==> src/rtl/pipe_reg_chain_pkg.sv <==
// Shared defaults and helpers for the elastic register pipeline.
package pipe_reg_chain_pkg;

  localparam int DEF_WIDTH  = 8;
  localparam int DEF_STAGES = 3;

  // Bits needed to represent values 0..n, used for the occupancy count.
  function automatic int cnt_width(input int n);
    int w;
    w = 1;
    while ((1 << w) <= n) w++;
    return w;
  endfunction

endpackage

==> src/rtl/pipe_reg_chain_if.sv <==
// Producer/consumer handshake bundle of the elastic pipeline.
interface pipe_reg_chain_if
  import pipe_reg_chain_pkg::*;
#(
  parameter int WIDTH = DEF_WIDTH,
  parameter int CNTW  = cnt_width(DEF_STAGES)
);
  logic             in_valid;
  logic             in_ready;
  logic [WIDTH-1:0] in_data;
  logic             out_valid;
  logic             out_ready;
  logic [WIDTH-1:0] out_data;
  logic [CNTW-1:0]  count;

  modport slave (
    input  in_valid, in_data, out_ready,
    output in_ready, out_valid, out_data, count
  );

  modport master (
    output in_valid, in_data, out_ready,
    input  in_ready, out_valid, out_data, count
  );
endinterface

==> src/rtl/pipe_reg_chain_stage.sv <==
// One pipeline slot: a valid flag plus a data word that only updates on valid loads.
module pipe_stage #(
  parameter int WIDTH = 8
) (
  input  logic             clk,
  input  logic             load,
  input  logic             src_valid,
  input  logic [WIDTH-1:0] src_data,
  input  logic             clr_all,
  input  logic             clr_valid,
  output logic             valid_o,
  output logic [WIDTH-1:0] data_o
);
  logic             valid_q, valid_d;
  logic [WIDTH-1:0] data_q, data_d;

  // Flush drops the valid flag but leaves the data register untouched.
  always_comb begin
    valid_d = valid_q;
    data_d  = data_q;
    if (clr_valid) begin
      valid_d = 1'b0;
    end else if (load) begin
      valid_d = src_valid;
      if (src_valid) data_d = src_data;
    end
  end

  always_ff @(posedge clk) begin
    if (clr_all) begin
      valid_q <= 1'b0;
      data_q  <= '0;
    end else begin
      valid_q <= valid_d;
      data_q  <= data_d;
    end
  end

  assign valid_o = valid_q;
  assign data_o  = data_q;
endmodule

==> src/rtl/pipe_reg_chain.sv <==
// Elastic register pipeline with bubble collapsing; in_ready depends combinationally
// on out_ready, so integrators must account for that path.
module pipe_reg_chain
  import pipe_reg_chain_pkg::*;
#(
  parameter int WIDTH  = DEF_WIDTH,
  parameter int STAGES = DEF_STAGES
) (
  input  logic             clk,
  input  logic             reset,
  input  logic             flush,
  pipe_reg_chain_if.slave  bus
);
  localparam int CNTW = cnt_width(STAGES);

  logic [STAGES-1:0] v;
  logic [STAGES-1:0] rdy;
  logic [WIDTH-1:0]  d [STAGES];
  logic [CNTW-1:0]   cnt;

  // A slot may load if it is empty or everything downstream of it can move.
  always_comb begin
    logic acc;
    rdy = '0;
    acc = bus.out_ready | ~v[STAGES-1];
    rdy[STAGES-1] = acc;
    for (int k = STAGES - 2; k >= 0; k--) begin
      acc    = acc | ~v[k];
      rdy[k] = acc;
    end
  end

  for (genvar k = 0; k < STAGES; k++) begin : g_slot
    logic             sv;
    logic [WIDTH-1:0] sd;

    if (k == 0) begin : g_head
      assign sv = bus.in_valid;
      assign sd = bus.in_data;
    end else begin : g_body
      assign sv = v[k-1];
      assign sd = d[k-1];
    end

    pipe_stage #(.WIDTH(WIDTH)) u_stage (
      .clk       (clk),
      .load      (rdy[k]),
      .src_valid (sv),
      .src_data  (sd),
      .clr_all   (reset),
      .clr_valid (flush),
      .valid_o   (v[k]),
      .data_o    (d[k])
    );
  end

  always_comb begin
    cnt = '0;
    for (int k = 0; k < STAGES; k++) cnt = cnt + CNTW'(v[k]);
  end

  assign bus.in_ready  = rdy[0] & ~flush;
  assign bus.out_valid = v[STAGES-1];
  assign bus.out_data  = d[STAGES-1];
  assign bus.count     = cnt;
endmodule

==> src/flat_wrapper.sv <==
// flat-port wrapper written by rule: the top's interface ports become plain ports
module pipe_reg_chain_flat import pipe_reg_chain_pkg::*;
#(
  parameter int WIDTH  = DEF_WIDTH,
  parameter int STAGES = DEF_STAGES
)
  (clk, reset, flush, bus_in_valid, bus_in_data, bus_out_ready, bus_in_ready, bus_out_valid, bus_out_data, bus_count);
  pipe_reg_chain_if #(.WIDTH(WIDTH), .CNTW((cnt_width((3))))) bus_i ();
  input  logic clk;
  input  logic reset;
  input  logic flush;
  input wire logic [$bits(bus_i.in_valid)-1:0] bus_in_valid;
  input wire logic [$bits(bus_i.in_data)-1:0] bus_in_data;
  input wire logic [$bits(bus_i.out_ready)-1:0] bus_out_ready;
  output wire logic [$bits(bus_i.in_ready)-1:0] bus_in_ready;
  output wire logic [$bits(bus_i.out_valid)-1:0] bus_out_valid;
  output wire logic [$bits(bus_i.out_data)-1:0] bus_out_data;
  output wire logic [$bits(bus_i.count)-1:0] bus_count;
  assign bus_i.in_valid = bus_in_valid;
  assign bus_i.in_data = bus_in_data;
  assign bus_i.out_ready = bus_out_ready;
  assign bus_in_ready = bus_i.in_ready;
  assign bus_out_valid = bus_i.out_valid;
  assign bus_out_data = bus_i.out_data;
  assign bus_count = bus_i.count;
  pipe_reg_chain #(.WIDTH(WIDTH), .STAGES(STAGES)) u_core (.clk(clk), .reset(reset), .flush(flush), .bus(bus_i));
endmodule
==> config.mk <==
export PLATFORM = sky130hd
export DESIGN_NAME = pipe_reg_chain_flat
export DESIGN_NICKNAME = d
export VERILOG_FILES = /design/src/rtl/pipe_reg_chain_pkg.sv /design/src/rtl/pipe_reg_chain_if.sv /design/src/rtl/pipe_reg_chain_stage.sv /design/src/rtl/pipe_reg_chain.sv /design/src/flat_wrapper.sv
export SDC_FILE = /design/constraint.sdc
export NUM_CORES = 1
export LEC_CHECK = 0
export CORE_ASPECT_RATIO = 0.7
export CORE_MARGIN = 5
export CORE_UTILIZATION = 45
export CTS_CLUSTER_DIAMETER = 50
export DETAILED_ROUTE_END_ITERATION = 10
export PLACE_DENSITY = 0.79
export RECOVER_POWER = 25
export SYNTH_ARGS = -nofsm -noshare
export SYNTH_HDL_FRONTEND = slang
export SYNTH_HIERARCHICAL = 1
export SYNTH_SLANG_ARGS = --single-unit
==> constraint.sdc <==
create_clock -name clk -period 1.8 [get_ports clk]
set_clock_uncertainty 0.15 [all_clocks]
set_input_delay 0.45 -clock clk [delete_from_list [all_inputs] [get_ports clk]]
set_output_delay 0.45 -clock clk [all_outputs]
set_load 0.02 [all_outputs]
* Yosys cells after proc, flatten, opt, wreduce, memory -nomap -nowiden
Index checks and enable logic that the tools add are counted.
** Cells by class
- Add/subtract/negate cells :: 2
- Bitwise logic cells :: 8
- Reductions and logical operators :: 4
** Operator list (count)
- AND reduction 3 bit :: 3
- inverter 1 bit :: 4
- bitwise OR 1 bit :: 3
- adder 1 x 1 -> 2 bit :: 1
- adder 2 x 1 -> 2 bit :: 1
- OR reduction 2 bit :: 1
- bitwise AND 1 bit :: 1
** Storage, ports and cells
- Flip-flop bits (word level) :: 27
- Logic and storage cells :: 20
- Output and inout bits :: 12

* Logic depth before layout (Yosys ltp)
- Depth after elaboration :: 5
- Mapped depth :: 5

* By module
Netlist, hierarchy kept.
** By module, submodules not included
- pipe_stage :: times used 3, area each 399.1 µm², cells an instance 38, seq. area each 180.2 µm²
- pipe_reg_chain :: times used 1, area each 52.6 µm², cells an instance 6, seq. area each 0.0 µm²

* Worst setup path after synthesis
Ideal clock, no wire load.
- Path type :: register to output
- Start :: register u_core.g_slot[2].u_stage.valid_q
- End :: output bus_count[0]
- Data arrival time :: 1.057 ns
- Cell stages (with the launch flop) :: 2
- Buffers on the path :: 0
- Slack :: 0.143 ns
- Cells stage by stage :: dfxtp_1 -> fa_1
** Between the ends
- Longest elaborated chain between the ends :: 1
** Ends and longest elaborated chain
- start, declared :: line pipe_reg_chain_stage.sv:14 : logic valid_q, valid_d;
- start signal, assigned :: line pipe_reg_chain_stage.sv:34 : valid_q <= valid_d;
- adder 2 x 1 -> 2 bit :: line pipe_reg_chain.sv:59 : for (int k = 0; k < STAGES; k++) cnt = cnt + CNTW'(v[k]);
- end, declared :: line flat_wrapper.sv:18 : output wire logic [$bits(bus_i.count)-1:0] bus_count;
No other way between the ends.

* Worst setup path after layout
- Start :: register u_core.g_slot[1].u_stage.valid_q
- End :: output bus_count[0]
** Between the ends
- Longest elaborated chain between the ends :: 2
** Ends and longest elaborated chain (line)
- start, declared :: pipe_reg_chain_stage.sv:14
- start signal, assigned :: pipe_reg_chain_stage.sv:34
- adder 1 x 1 -> 2 bit :: pipe_reg_chain.sv:59
- adder 2 x 1 -> 2 bit :: pipe_reg_chain.sv:59
No other way between the ends.

==> metrics.csv <==
stage;metric;value;unit
run_status;outcome;complete, but fails checks;
run_status;failing checks;negative setup slack;
global_route;vias in the first global route;828;
global_route;grt met1 use;16.7;%
setup_path;worst path required time;1.20;ns
sta;Slew @ Worst Pin;0.608;ns
clock_network;Max H-tree Level;1;
clock_network;TritonCTS Buffers;3;
final_layout;register area;543;um^2
sta;period utilization;104;%
setup_path;R2R depth;5;
sta;Final min period;1.87;ns
yosys;#FFs+latches synth;27;
yosys;top post-synthesis cells by area;dfxtp_1, nand2b_1, mux2i_1, buf_6, and3b_1;
clock_network;CTS sink count;27;
drt;final WL;2010;um
drt;DR pass1 iterations;3;
yosys;Syn. warnings;6;
final_layout;most frequent cells in the layout;nand2b_1, mux2i_1, dfxtp_1;
yosys;register area share after synthesis;43.2;%
global_route;busiest grt layer;met2;
worst_hold_path;Hold Path Cell Cnt;2;
clock_network;Skew-Pair Late Insertion Delay;0.27;ns
yosys;leading area contributor after synthesis;dfxtp_1;
sta;max-slew violations;0;
placed_design;placed cell area;1570;um^2
sta;post-route setup slack;-0.0688;ns
setup_path;Slowest Stage Delay on Critical Path;0.54;ns
yosys;synthesized area;1250;um^2
placed_design;Cells after DPL;181;
power;leakage power;0.000631;uW
setup_path;Crit Path Class;reg2out;
yosys;post-synthesis area per instance;10.4;um^2
drt;Via Count;836;
final_layout;share of cells above drive strength 1;10.7;%
floorplanning;Std-Cell Rows;16;
floorplanning;I/O pin count;25;
final_layout;fin area;1590;um^2
sta;slew margin rel.;59.5;%
final_layout;multi-input logic area;661;um^2
yosys;synthesized instance count;120;
worst_hold_path;startpoint of the worst hold path;u_core/g_slot[2].u_stage/data_o[3];
placed_design;placer congestion estimate;0.711;
clock_network;CTS tree;done;
global_route;largest net degree at the start of global routing;52;
setup_path;r2r endpoint;u_core/g_slot[0].u_stage/data_o[3];
global_route;first-pass GRT wire length;3740;um
yosys;Post-Syn Nets;134;
drt;DRT iter0 DRCs;49;
floorplanning;Die W;73.0;um
floorplanning;DIE HEIGHT;54.1;um
setup_path;CP arrival;1.27;ns
final_layout;Area growth syn-to-layout;27.5;%
clock_network;clk slew on worst S/H paths;0.08;ns
sta;RSZ-0062 raised after global routing;true;
floorplanning;Starting Density;45.9;%
setup_path;Setup crit start kind;flip-flop;
final_layout;most common cell after layout, fill and taps aside;nand2b_1;
final_layout;Antenna Cells;0;
setup_path;Worst path slowest cell;fa_1;
global_route;total track usage;12.1;%
clock_network;setup bufs post-CTS;0;
run;Max Cap Viol;0;
floorplanning;die area;3950;um^2
placed_design;pre-CTS setup slack;-0.621;ns
global_route;met2 Resource Use GR;18.0;%
yosys;count of cell types in the netlist;13;
drt;Avg WL per Cell;10.9;um
floorplanning;core area;2720;um^2
yosys;area share of the largest cell type after synthesis;43.2;%
placed_design;PortBufs;24;
global_route;GRT Residual Overflow;0;
global_route;antenna violations before repair;0;
drt;DRC viols;0;
clock_network;CTS Root Buffer Type;clkbuf_8;
setup_path;R2R Setup Slk;0.20;ns
worst_hold_path;Hold Path End;u_core/g_slot[2].u_stage/data_o[3];
setup_path;Crit Path Max Fanout;2;
clock_network;CTS Buffer Depth;2;
global_route;Global Route met3 Usage;4.29;%
power;Total Power;1050;uW
sta;Hold Fails Final Rpt;0;
drt;ANT nets after route;0;
sta;max frequency;535;MHz
placed_design;Detail Placement HPWL;1510;um
sta;Finish-stage setup viols;1;
setup_path;CP cell instances;fa_1 > buf_6;
power;peak supply drop;0.398;mV
final_layout;fillers;249;
setup_path;RR Startpoint;u_core/g_slot[2].u_stage/valid_o;
worst_hold_path;worst min-delay path class;reg2reg;
sta;Hold Slack;0.322;ns
final_layout;Layout Nets;164;
power;pwr/cell area;660;nW/um^2
setup_path;crit path capture type;output port;
drt;Vias per Instance;4.52;
final_layout;Non-Filler Instances;185;
==> synthesized netlist by cell type <==
library cell	number
fa_1	1
dfxtp_1	27
mux2i_1	27
nor3_1	3
nand3_1	1
nand2_1	1
nor2b_4	1
nand2b_1	48
inv_1	1
a31oi_1	1
clkbuf_1	3
and3b_1	3
buf_6	3
==> cell type report <==
class | count | share of cell area [%]
multi-input cells | 86 | 41.4
flip-flops and latches | 27 | 34.1
repair buffers | 31 | 18.6
clock buffers | 4 | 2.83
well taps | 36 | 2.83
inverters | 1 | 0.235
==> where the power goes <==
group	leakage [uW]	total, uW	internal (uW)	switching [uW]
registers	0.000220	615	609	6.37
clock network	0.0000228	334	158	176
logic	0.000388	103	63.7	39.2
==> registers in the layout, summed over array words and instances (netlist names) <==
signal and cells:
u_core/g_slot.u_stage/valid_o 3, u_core/g_slot.u_stage/data_o 24
==> timing repair <==
item                                    CTS  global route
endpoints found under the setup margin   12             8
resized for setup                        28             4
hold buffers                              0             0
pin swaps                                 2             0
==> through the flow <==
| step | util, % | TNS, ns |
|---|---|---|
| after floorplan | - | 0 |
| after global placement | 57.6 | -4.27 |
| after detailed placement | 57.6 | -4.62 |
| after CTS | 58.6 | -0.0810 |
| after global routing | 58.5 | -0.577 |
| final | 58.5 | -0.0688 |
==> cell families (layout without fill, tap and decap cells) <==
logic type,Yosys count,after routing,synth area share (%)
AOI/OAI and AO/OA,1,1,0.501
buffers and inverters,7,36,3.90
DFF,27,27,43.2
muxes,27,27,21.6
and+or+nand+nor,57,57,29.1
adders and majority gates,1,1,1.60
==> routing by layer <==
| metal | wire (um) | part of all wire, % |
|---|---|---|
| met1 | 1020 | 51 |
| met2 | 824 | 41 |
| met3 | 155 | 7.7 |
| met4 | 13 | 0.65 |
| met5 | 0 | 0 |
==> critical path, delay by kind of cell (launching register included) <==
family	cells	cell delay, ns
flops	1	0.34
fa+ha+maj	1	0.54
buf+inv	1	0.12
==> how the worst max path moves through the flow <==
stage	startpoint	to	slack [ns]	depth (start not counted)
5_1_grt	u_core/g_slot[1].u_stage/valid_o	bus_count[0]	-0.11	2
6_report	u_core/g_slot[1].u_stage/valid_o	bus_count[0]	-0.07	2
3_3_place_gp	bus_out_ready	bus_in_ready	-0.59	4
3_5_place_dp	bus_out_ready	bus_in_ready	-0.62	4
2_1_floorplan	u_core/g_slot[2].u_stage/valid_o	bus_count[0]	0.14	1
4_1_cts	u_core/g_slot[1].u_stage/valid_o	bus_count[0]	-0.08	2
Note: power is estimated with default switching activity, not from simulation.
==> edit (same flow settings) <==
Change the package constant `DEF_WIDTH` from 8 to 6.
--- a/src/rtl/pipe_reg_chain_pkg.sv
+++ b/src/rtl/pipe_reg_chain_pkg.sv
@@ -2,5 +2,5 @@
 package pipe_reg_chain_pkg;
 
-  localparam int DEF_WIDTH  = 8;
+  localparam int DEF_WIDTH  = 6;
   localparam int DEF_STAGES = 3;
 
Ports: changed (resized bus_in_data and bus_out_data); port bits go from 25 to 21. No check against the original RTL was run, so the function may have changed too.
==> edit against the original RTL <==
Hold slack improved by 0.0043 ns. The flow still finishes with violations (setup timing). Design area decreased by 20%. Largest power group unchanged. Utilization increased by 1.3 points. Sequential cell count decreased by 6. Fmax decreased by 3.0%. Total power decreased by 25%. Count of clock-buffer cells in the layout decreased by 1. Wire length decreased by 19%. First-iteration DRC count decreased by 37%. Via count decreased by 21%. Global-route usage decreased by 0.57 points. Worst setup slack got worse by 0.058 ns. Synthesized area decreased by 20%.
==> edit: results (changes against the original RTL) <==
Logic synthesis
  • Main synth FF type: dfxtp_1
  • Unique masters post-synth: 13 (unchanged)
  • Avg Cell Area, Syn: 10.36 µm² (-0.53%)
  • Mapped Nets: 108 (-19%)
  • Asr flop ratio synth: 0% (unchanged)
  • Synth cell count leaders: nand2b_1, dfxtp_1, mux2i_1
  • Synth Warn #: 6 (unchanged)
  • Synth top area cells: dfxtp_1, nand2b_1, mux2i_1
  • Post-synthesis sequential area ratio: 42.26% (-0.98 points)

Global routing
  • Global-route wire length before repair: 2911 µm (-22%)
  • Largest net degree at the start of global routing: 40 (-23%)
  • Number of global-route vias before repair: 656 (-21%)
  • All-Layer GR Usage: 11.53% (-0.57 points)
  • Initial antenna violation count: 0 (unchanged)

Min path
  • Hold crit path type: reg -> reg

CTS
  • Latest clock arrival within the worst-skew pair: 0.30 ns (+0.03 ns)
  • Clock-pin slew on the worst setup and hold paths: 0.11 ns (+0.03 ns)
  • CTS Root Cell: clkbuf_4
  • Clk buf depth: 2 (unchanged)
  • CTS buffer count: 3 (unchanged)
  • CTS H-tree depth: 1 (unchanged)

Final layout
  • Fraction of layout cells with a size suffix above 1: 13.93% (+3.2 points)
  • Layout Cells excl Fill: 154 (-17%)
  • # diodes: 0 (unchanged)
  • Nets: 135 (-18%)
  • FILL cells: 194 (-22%)
  • Largest register FFs: 18 (-25%)

Outcome
  • Failing checks: setup timing
  • Outcome: finished with violations

STA
  • Final Setup Violations: 1 (unchanged)
  • PnR worst setup slack: -0.1265 ns (-0.05776 ns)
  • Worst-margin pin slew: 0.3575 ns (-0.2500 ns)

Placement
  • GP Congestion: 0.7521 (+5.8%)
  • Placed Area: 1255 µm² (-20%)
  • Pre-CTS WS: -0.5802 ns (+0.04065 ns)
  • Port bufs: 20 (-17%)
  • Post-DP HPWL: 1176 µm (-22%)

Routing
  • # DRC: 0 (unchanged)
  • 1st-iter DRT viols: 31 (-37%)
  • Drt pass-1 iters: 5 (+2)
  • Wire length per cell: 10.58 µm (-2.6%)
  • Avg Vias per Cell: 4.279 (-5.3%)

Pwr
  • Static Leak: 0.0005096 µW (-19%)
  • Worst VDD drop: 0.0005013 V (+26%)

Setup path
  • Crit Path Max Fanout: 2 (unchanged)
-- edit: cell families after synthesis --
group | count (synthesis) | synth area share (%)
AND/OR/NAND/NOR | 45 | 29.06
multiplexers | 21 | 21.13
flip-flops | 21 | 42.26
buffers and inverters | 7 | 4.905
AO/OA/AOI/OAI | 1 | 0.6293
adder cells (fa/ha/maj) | 1 | 2.013
-- edit: metrics by stage --
step	total power [µW]	hold slack (ns)	utilization (%)	TNS, ns
6_report	786.2	0.3263	59.89	-0.1265
5_1_grt	828.3	0.3428	59.89	-0.3133
4_1_cts	800.8	0.3300	59.72	-0.1689
3_5_place_dp	578.9	0.3092	58.72	-2.827
3_3_place_gp	578.0	0.3066	58.72	-2.554
2_1_floorplan	538.9	0.2992	-	0
-- edit: final cells by class --
class                           count  share of cell area [%]
Multi-Input combinational cell     68                   41.25
Sequential cell                    21                   32.94
Timing Repair Buffer               28                   20.23
Tap cell                           32                   3.128
Clock buffer                        3                   1.760
Clock inverter                      1                  0.3910
Inverter                            1                  0.2933
-- edit: report_power, final --
group / switching (µW) / leakage [µW] / internal [µW]
clock network: 135 / 0.0000177 / 82.8
logic: 33.8 / 0.000321 / 55.6
registers: 5.21 / 0.000171 / 474
total: 174 / 0.000510 / 612
-- edit: timing repair --
item / 4_1_cts / 5_1_grt
pin swaps: 2 / 0
setup buffers: 1 / 0
resized for setup: 26 / 4
cloned: 0 / 0
setup endpoints to repair: 10 / 3
-- edit: per-layer routing --
layer	vias up	share of wire, %	GRT usage, %
li1	366	-	-
met1	275	52	15.80
met2	18	40	16.97
met3	0	7.2	4.839
met4	0	0	2.027
met5	-	0	0
-- edit: worst paths after layout --
check	cells after the start	start	endpoint	slack (ns)
max	2	u_core/g_slot[1].u_stage/valid_o	bus_count[0]	-0.13
min	2	u_core/g_slot[2].u_stage/data_o[2]	u_core/g_slot[2].u_stage/data_o[2]	0.33
max reg2reg	6	u_core/g_slot[2].u_stage/valid_o	u_core/g_slot[0].u_stage/data_o[1]	0.15
min reg2reg	2	u_core/g_slot[2].u_stage/data_o[2]	u_core/g_slot[2].u_stage/data_o[2]	0.33
-- edit: critical path: stages, from the launching register on --
cell,delay (ns)
dfxtp_2,0.35
fa_2,0.57
buf_6,0.11
